==> src/rtl/vpu_dst_port.sv <==
// VPU destination port: buffers ALU results in a small FIFO and writes them to SRAM at
// consecutive addresses. Optional stall counter enabled by VPU_DST_PORT_PERF_CNT_EN.
module vpu_dst_port #(
  parameter int OPERAND_WIDTH = 32,
  parameter int ADDR_WIDTH    = 10,
  parameter int LEN_WIDTH     = 10,
  parameter int FIFO_DEPTH    = 4
) (
  input  logic                     clk,
  input  logic                     rst,
  input  logic                     start_i,
  input  logic [ADDR_WIDTH-1:0]    dst_addr_i,
  input  logic [LEN_WIDTH-1:0]     len_i,
  output logic                     busy_o,
  output logic                     done_o,
  input  logic [OPERAND_WIDTH-1:0] result_i,
  input  logic                     result_valid_i,
  output logic                     result_ready_o,
  output logic                     sram_w_en_o,
  output logic [ADDR_WIDTH-1:0]    sram_w_addr_o,
  output logic [OPERAND_WIDTH-1:0] sram_w_data_o,
  input  logic                     sram_w_gnt_i
`ifdef VPU_DST_PORT_PERF_CNT_EN
  ,
  output logic [31:0]              stall_cnt_o
`endif
);

  localparam int PW = $clog2(FIFO_DEPTH);

  localparam logic [1:0] S_IDLE = 2'd0;
  localparam logic [1:0] S_RUN  = 2'd1;
  localparam logic [1:0] S_DONE = 2'd2;

  logic [1:0]               state;
  logic [ADDR_WIDTH-1:0]    base_q;
  logic [LEN_WIDTH-1:0]     len_q, acc_cnt, wr_cnt;
  logic [OPERAND_WIDTH-1:0] mem [FIFO_DEPTH];
  // Pointers carry one extra wrap bit to tell full from empty.
  logic [PW:0]              wr_ptr, rd_ptr;

  logic fifo_empty, fifo_full, start_ok, push, pop, last_wr;

  assign fifo_empty = (wr_ptr == rd_ptr);
  assign fifo_full  = (wr_ptr[PW] != rd_ptr[PW]) && (wr_ptr[PW-1:0] == rd_ptr[PW-1:0]);
  assign start_ok   = start_i && (state == S_IDLE);
  assign push       = result_valid_i && result_ready_o;
  assign pop        = sram_w_en_o && sram_w_gnt_i;
  assign last_wr    = pop && ((wr_cnt + LEN_WIDTH'(1)) == len_q);

  assign busy_o         = (state != S_IDLE);
  assign done_o         = (state == S_DONE);
  assign result_ready_o = (state == S_RUN) && (acc_cnt < len_q) && !fifo_full;
  assign sram_w_en_o    = (state == S_RUN) && !fifo_empty;
  assign sram_w_addr_o  = base_q + ADDR_WIDTH'(wr_cnt);
  assign sram_w_data_o  = mem[rd_ptr[PW-1:0]];

  always_ff @(posedge clk or posedge rst) begin
    if (rst) begin
      state   <= S_IDLE;
      base_q  <= '0;
      len_q   <= '0;
      acc_cnt <= '0;
      wr_cnt  <= '0;
      wr_ptr  <= '0;
      rd_ptr  <= '0;
      for (int i = 0; i < FIFO_DEPTH; i++) mem[i] <= '0;
    end else begin
      case (state)
        S_IDLE: if (start_ok) state <= (len_i == '0) ? S_DONE : S_RUN;
        S_RUN:  if (last_wr) state <= S_DONE;
        S_DONE: state <= S_IDLE;
        default: state <= S_IDLE;
      endcase
      if (start_ok) begin
        base_q  <= dst_addr_i;
        len_q   <= len_i;
        acc_cnt <= '0;
        wr_cnt  <= '0;
      end
      if (push) begin
        mem[wr_ptr[PW-1:0]] <= result_i;
        wr_ptr  <= wr_ptr + 1'b1;
        acc_cnt <= acc_cnt + 1'b1;
      end
      if (pop) begin
        rd_ptr <= rd_ptr + 1'b1;
        wr_cnt <= wr_cnt + 1'b1;
      end
    end
  end

`ifdef VPU_DST_PORT_PERF_CNT_EN
  // Saturating count of cycles a write request waits for grant.
  always_ff @(posedge clk or posedge rst) begin
    if (rst)                                            stall_cnt_o <= '0;
    else if (start_ok)                                  stall_cnt_o <= '0;
    else if (sram_w_en_o && !sram_w_gnt_i && stall_cnt_o != '1) stall_cnt_o <= stall_cnt_o + 1'b1;
  end
`endif

endmodule
==> config.mk <==
export PLATFORM = sky130hd
export DESIGN_NAME = vpu_dst_port
export DESIGN_NICKNAME = d
export VERILOG_FILES = /design/src/rtl/vpu_dst_port.sv
export SDC_FILE = /design/constraint.sdc
export NUM_CORES = 1
export LEC_CHECK = 0
export ABC_AREA = 1
export CAP_MARGIN = 20
export CORE_ASPECT_RATIO = 0.5
export CORE_UTILIZATION = 40
export DETAILED_ROUTE_END_ITERATION = 16
export PLACE_DENSITY_LB_ADDON = 0.05
export SLEW_MARGIN = 20
export SYNTH_ARGS = -nofsm -noshare
export SYNTH_HDL_FRONTEND = slang
export SYNTH_SLANG_ARGS = --single-unit
==> constraint.sdc <==
create_clock -name clk -period 7.3 [get_ports clk]
set_input_delay 1.825 -clock clk [delete_from_list [all_inputs] [get_ports clk]]
set_output_delay 1.825 -clock clk [all_outputs]
set_load 0.005 [all_outputs]
Word-level counts from Yosys, hierarchy flattened:

Index checks and enable logic that the tools add are counted.

* flip-flop bits (word level): 176
* bits of input ports: 57
* word-level logic and storage cells: 60

* $add $sub $neg: 5
* order comparisons: 4
* equality and inequality tests: 8
* mux-type cells: 13
* bitwise operators: 2
* reduce and logical (&&, ||, !) cells: 17

Operators by type and width (count)
* bitwise mux 128 bit: 1
* 2-to-1 mux 32 bit: 3
* binary-select mux 32 bit (select 2 bit): 1
* demux 32 bit (select 2 bit): 1
* 2-to-1 mux 10 bit: 3
* adder 10 x 1 -> 10 bit, second input constant: 2
* adder 10 bit: 1
* == test 10 bit: 1
* logical NOT 10 bit: 1
* < comparator 10 bit: 1
* logical AND 1 bit: 9
* adder 3 x 1 -> 3 bit, second input constant: 2
* greater-or-equal comparator 3 bit, second input constant: 2
* 2-to-1 mux 2 bit: 3
* NOT 2 -> 3 bit: 2
* nonzero test 2 bit: 3
* inequality test 2 bit, second input constant: 2
* case mux 2 bit (2 select lines): 1
* == test 3 bit: 1
* < comparator 3 x 1 -> 1 bit, second input constant: 1
* == test 2 x 1 -> 1 bit, second input constant: 1
* == test 2 bit: 1
* == test 2 bit, second input constant: 1
* logical NOT 1 bit: 2
* other kinds (3): 3

Logic depth before layout (Yosys ltp):

* depth in word-level cells: 7
* depth in mapped cells: 14
* mapped depth without buffers: 13

Worst setup path before layout:

No wires, ideal clock.

* path kind: register to output
* from: register base_q[0]
* to: output port sram_w_addr_o[6]
* arrival time: 1.570 ns
* slack: 3.905 ns
* stages on the path, launching flop included: 9
* buffers on the path: 0
* cell sequence: dfrtp_1 -> ha_1 -> fa_1 -> nand3_1 -> nand2_1 -> a21oi_1 -> nor2_1 -> nor2_1 -> xnor2_1

* longest elaborated chain between the ends: 1

RTL lines
* start: declaration: line 36 `logic [ADDR_WIDTH-1:0] base_q;`
* start signal: assignment: line 76 `base_q <= dst_addr_i;`
* adder 10 bit: line 55 `assign sram_w_addr_o = base_q + ADDR_WIDTH'(wr_cnt);`
* end: declaration: line 20 `output logic [ADDR_WIDTH-1:0] sram_w_addr_o,`

No other way between the ends.

Final worst setup path:

* from: register wr_cnt[0]
* to: output port sram_w_addr_o[6]

* longest elaborated chain between the ends: 1

RTL lines
* start: declaration: line 37 `logic [LEN_WIDTH-1:0] len_q, acc_cnt, wr_cnt;`
* start signal: assignment: line 88 `wr_cnt <= wr_cnt + 1'b1;`
* adder 10 bit: line 55

No other way between the ends.

==> metrics.md <==
| Metric | Value |
|---|---|
| Status | complete, no violations |
| Largest cells by area after synthesis | dfrtp_1, nand2_1, o21ai_1, o21ai_0, nor2_1 |
| Fraction of layout cells with a size suffix above 1 | 7.10% |
| P_sw | around 0.0017 W |
| Sw Share | 38.1% |
| Mapped Avg Cell Area | approximately 8.5 sq um |
| Detailed-router iteration count before antenna repair | 5 |
| Gpl congestion | between 0.7 and 0.8 |
| CORE AREA | about 21000 sq um |
| Synthesis-stage register bit count | 176 |
| Worst path arrival time | roughly 2.8 ns |
| Placement-stage cell area | 9850 sq um |
| Commonest cells post-synth | nand2_1, dfrtp_1, o21ai_1 |
| Ys Warns | 0 |
| Reg power frac | between 30% and 40% |
| Hold Path Cell Cnt | 2 |
| Post-synth top area share | between 50% and 60% |
| Post-CTS sizing | 0 |
| Unique masters post-synth | 33 |
| CTS max path bufs | 2 |
| Final WL | between 20000 and 25000 microns |
| Synthesized net count | ~1100 |
| Die W | between 200 and 250 microns |
| Starting density of the core | about two fifths |
| Internal | around 0.0028 W |
| Clk network pwr share | 19.8% |
| Rel. slew slack | 41.5% |
| Initial antenna violation count | 0 |
| Filler instances | 2073 |
| Grt total ovfl | 0 |
| Layout area overhead | 20.8% |
| Most frequent cell after synthesis | nand2_1 |
| Initial DRC Count | about 410 |
| Crit Path Max Fanout | 10 |
| Critical path endpoint category | output port |
| Vias in the first global route | between 6000 and 7000 |
| Drt via density | around 5.0 |
| CTS Root Cell | clkbuf_16 |
| CTS Sinks | 176 |
| Average wire per standard cell | between 10 and 15 microns |
| Req. time, crit path | around 5.5 ns |
| Die area | roughly 22000 sq um |
| H-tree Lvls | 4 |
| Pin count of the biggest net entering global routing | 84 |
| Cells after Synth | 1024 |
| Diode count | 0 |
| Mapped cell area | just under 9000 sq um |
| Seq/Total Area, Yosys | about half |
| TritonCTS clock tree | done |
| CTS clk-pin slew, worst paths | around 0.070 ns |
| Reg2Reg Depth | 8 |
| Fmax | around 0.22 GHz |
| Leak | 4.89 nW |
| Final period utilization | 62.9% |
| Setup TNS | 0 ns |
| MaxCap Viol Count | 0 |
| Worst clock skew | approximately 0.013 ns |
| PortBufs | between 100 and 150 |
| Final net count | 1183 |
| Vert. Die Dim | roughly 110 microns |
| Logic pwr share | around 45% |
| Final Max Tran Viols | 0 |
| FFs w/ async S/R, synth | 100% |
| Final Hold Fails | 0 |
| Peak supply drop | 0.000212 V |
| Worst slew pin tran | roughly 0.9 ns |
| Kind of start point of the critical path | flop |
| Synth Flop Type | dfrtp_1 |
| Post-route cell area | around 10000 sq um |
| Site Rows | 37 |
| Final Critical Period | approximately 4.6 ns |
| Yosys top cell by area | dfrtp_1 |
| Hold WC Path Type | flop to flop |
| DRT antenna net count | 0 |
| Post-DP HPWL | 12700 microns |
| Setup bufs post-CTS | 0 |
| Final setup violating endpoints | 0 |
| DR vias | approximately 7000 |
| Clk_lat worst skew | 0.44 ns |
| First-pass GRT wire length | roughly 35000 microns |
| DRC | 0 |
| Kind of critical path | flop to output port |
| RSZ-0062 raised after global routing | no |
| Power Density | around 430 nW/um^2 |
| IO Count | around 100 |
| TritonCTS Buffers | 17 |
| CTS Hold Bufs | 0 |
| GRT Overall Usage | between 15 and 20% |
| EDFF count, synth | 0 |
==> power by group through the flow <==
| stage | sequential (W) | clock (W) | combinational, W |
|---|---|---|---|
| detailed placement | 0.00163 | 0 | 0.00204 |
| finish | 0.00162 | 0.000898 | 0.00203 |
| global route | 0.00167 | 0.000966 | 0.00229 |
| global placement | 0.00163 | 0 | 0.00201 |
| floorplan | 0.00157 | 0 | 0.00128 |
| CTS | 0.00162 | 0.000921 | 0.00205 |
==> routing by layer <==
layer | vias to the layer above | wire length [microns] | part of all wire, % | GRT usage (%)
li1 | 3550 | - | - | -
met1 | 3270 | 10600 | 51 | 28.2
met2 | 129 | 9180 | 44 | 30.7
met3 | 13 | 804 | 3.9 | 4.28
met4 | 0 | 201 | 0.97 | 5.06
met5 | - | 0 | 0 | 0
==> registers in the layout, summed over array words and instances (netlist names) <==
name and flops:
acc_cnt 10, base_q 10, len_q 10, mem 128, rd_ptr 3, state 2
wr_cnt 10, wr_ptr 3
==> cell type report <==
| cell class | instances | area, sq um | area share (%) |
|---|---|---|---|
| Tap cell | 292 | 365 | 3.49 |
| Multi-Input combinational cell | 716 | 3710 | 35.4 |
| Clock buffer | 20 | 447 | 4.26 |
| Clock inverter | 12 | 124 | 1.18 |
| Timing Repair Buffer | 112 | 1130 | 10.8 |
| Inverter | 77 | 294 | 2.80 |
| Sequential cell | 176 | 4410 | 42.0 |
==> worst max-delay path, cell delays in order (launching register included) <==
cell,delay [ns]
dfrtp_1,0.49
ha_1,0.28
fa_1,0.43
nand3_1,0.10
nand2_1,0.10
a21oi_1,0.14
nor2_1,0.05
nor2_1,0.11
xnor2_1,0.12
clkdlybuf4s50_1,0.51
==> metrics by stage <==
step                hold WS, ns  util, %  setup slack, ns  power, W  instances
floorplan                 0.454        -            0.701   0.00285       1024
finish                    0.486     50.1             2.71   0.00454       1405
detailed placement        0.470     47.1             3.16   0.00367       1370
global placement          0.466     47.1             3.20   0.00364       1370
CTS                       0.488     49.8             2.68   0.00459       1402
global route              0.506     50.1             2.46   0.00493       1405
==> placed cells by master, fill, tap and decap left out, types with 3 or more instances in the layout <==
master and count:
nand2_1 240, dfrtp_1 175, o21ai_1 113, clkdlybuf4s50_1 102, nor2_1 91, o21ai_0 83, inv_1 73, nand3_1 40
o22ai_1 39, ha_1 25, o21ai_2 22, xor2_1 17, clkbuf_16 17, a21oi_1 14, buf_4 7, nand4_1 6
xnor2_1 6, inv_6 5, nand4_4 4, inv_2 3, clkinv_4 3, buf_12 3
==> path summary, 6_finish.rpt <==
kind / slack (ns) / to / from
min: 0.49 / mem[79] / mem[79]
min reg2reg: 0.49 / mem[79] / mem[79]
max in group asynchronous: 4.23 / mem[115] / rst
max reg2reg: 4.62 / mem[29] / rd_ptr[0]
max: 2.71 / sram_w_addr_o[6] / wr_cnt[0]
min in group asynchronous: 1.90 / base_q[1] / rst
==> kinds of logic (layout without fill, tap and decap cells) <==
group,Yosys count,count (layout),synth area share [%]
compound gates,275,275,17.5
simple gates,392,392,19.0
flops,176,176,50.7
xor+xnor,23,23,2.32
fa+ha+maj,26,26,3.83
buf+inv,132,221,6.57
Note: power is estimated with default switching activity, not from simulation.
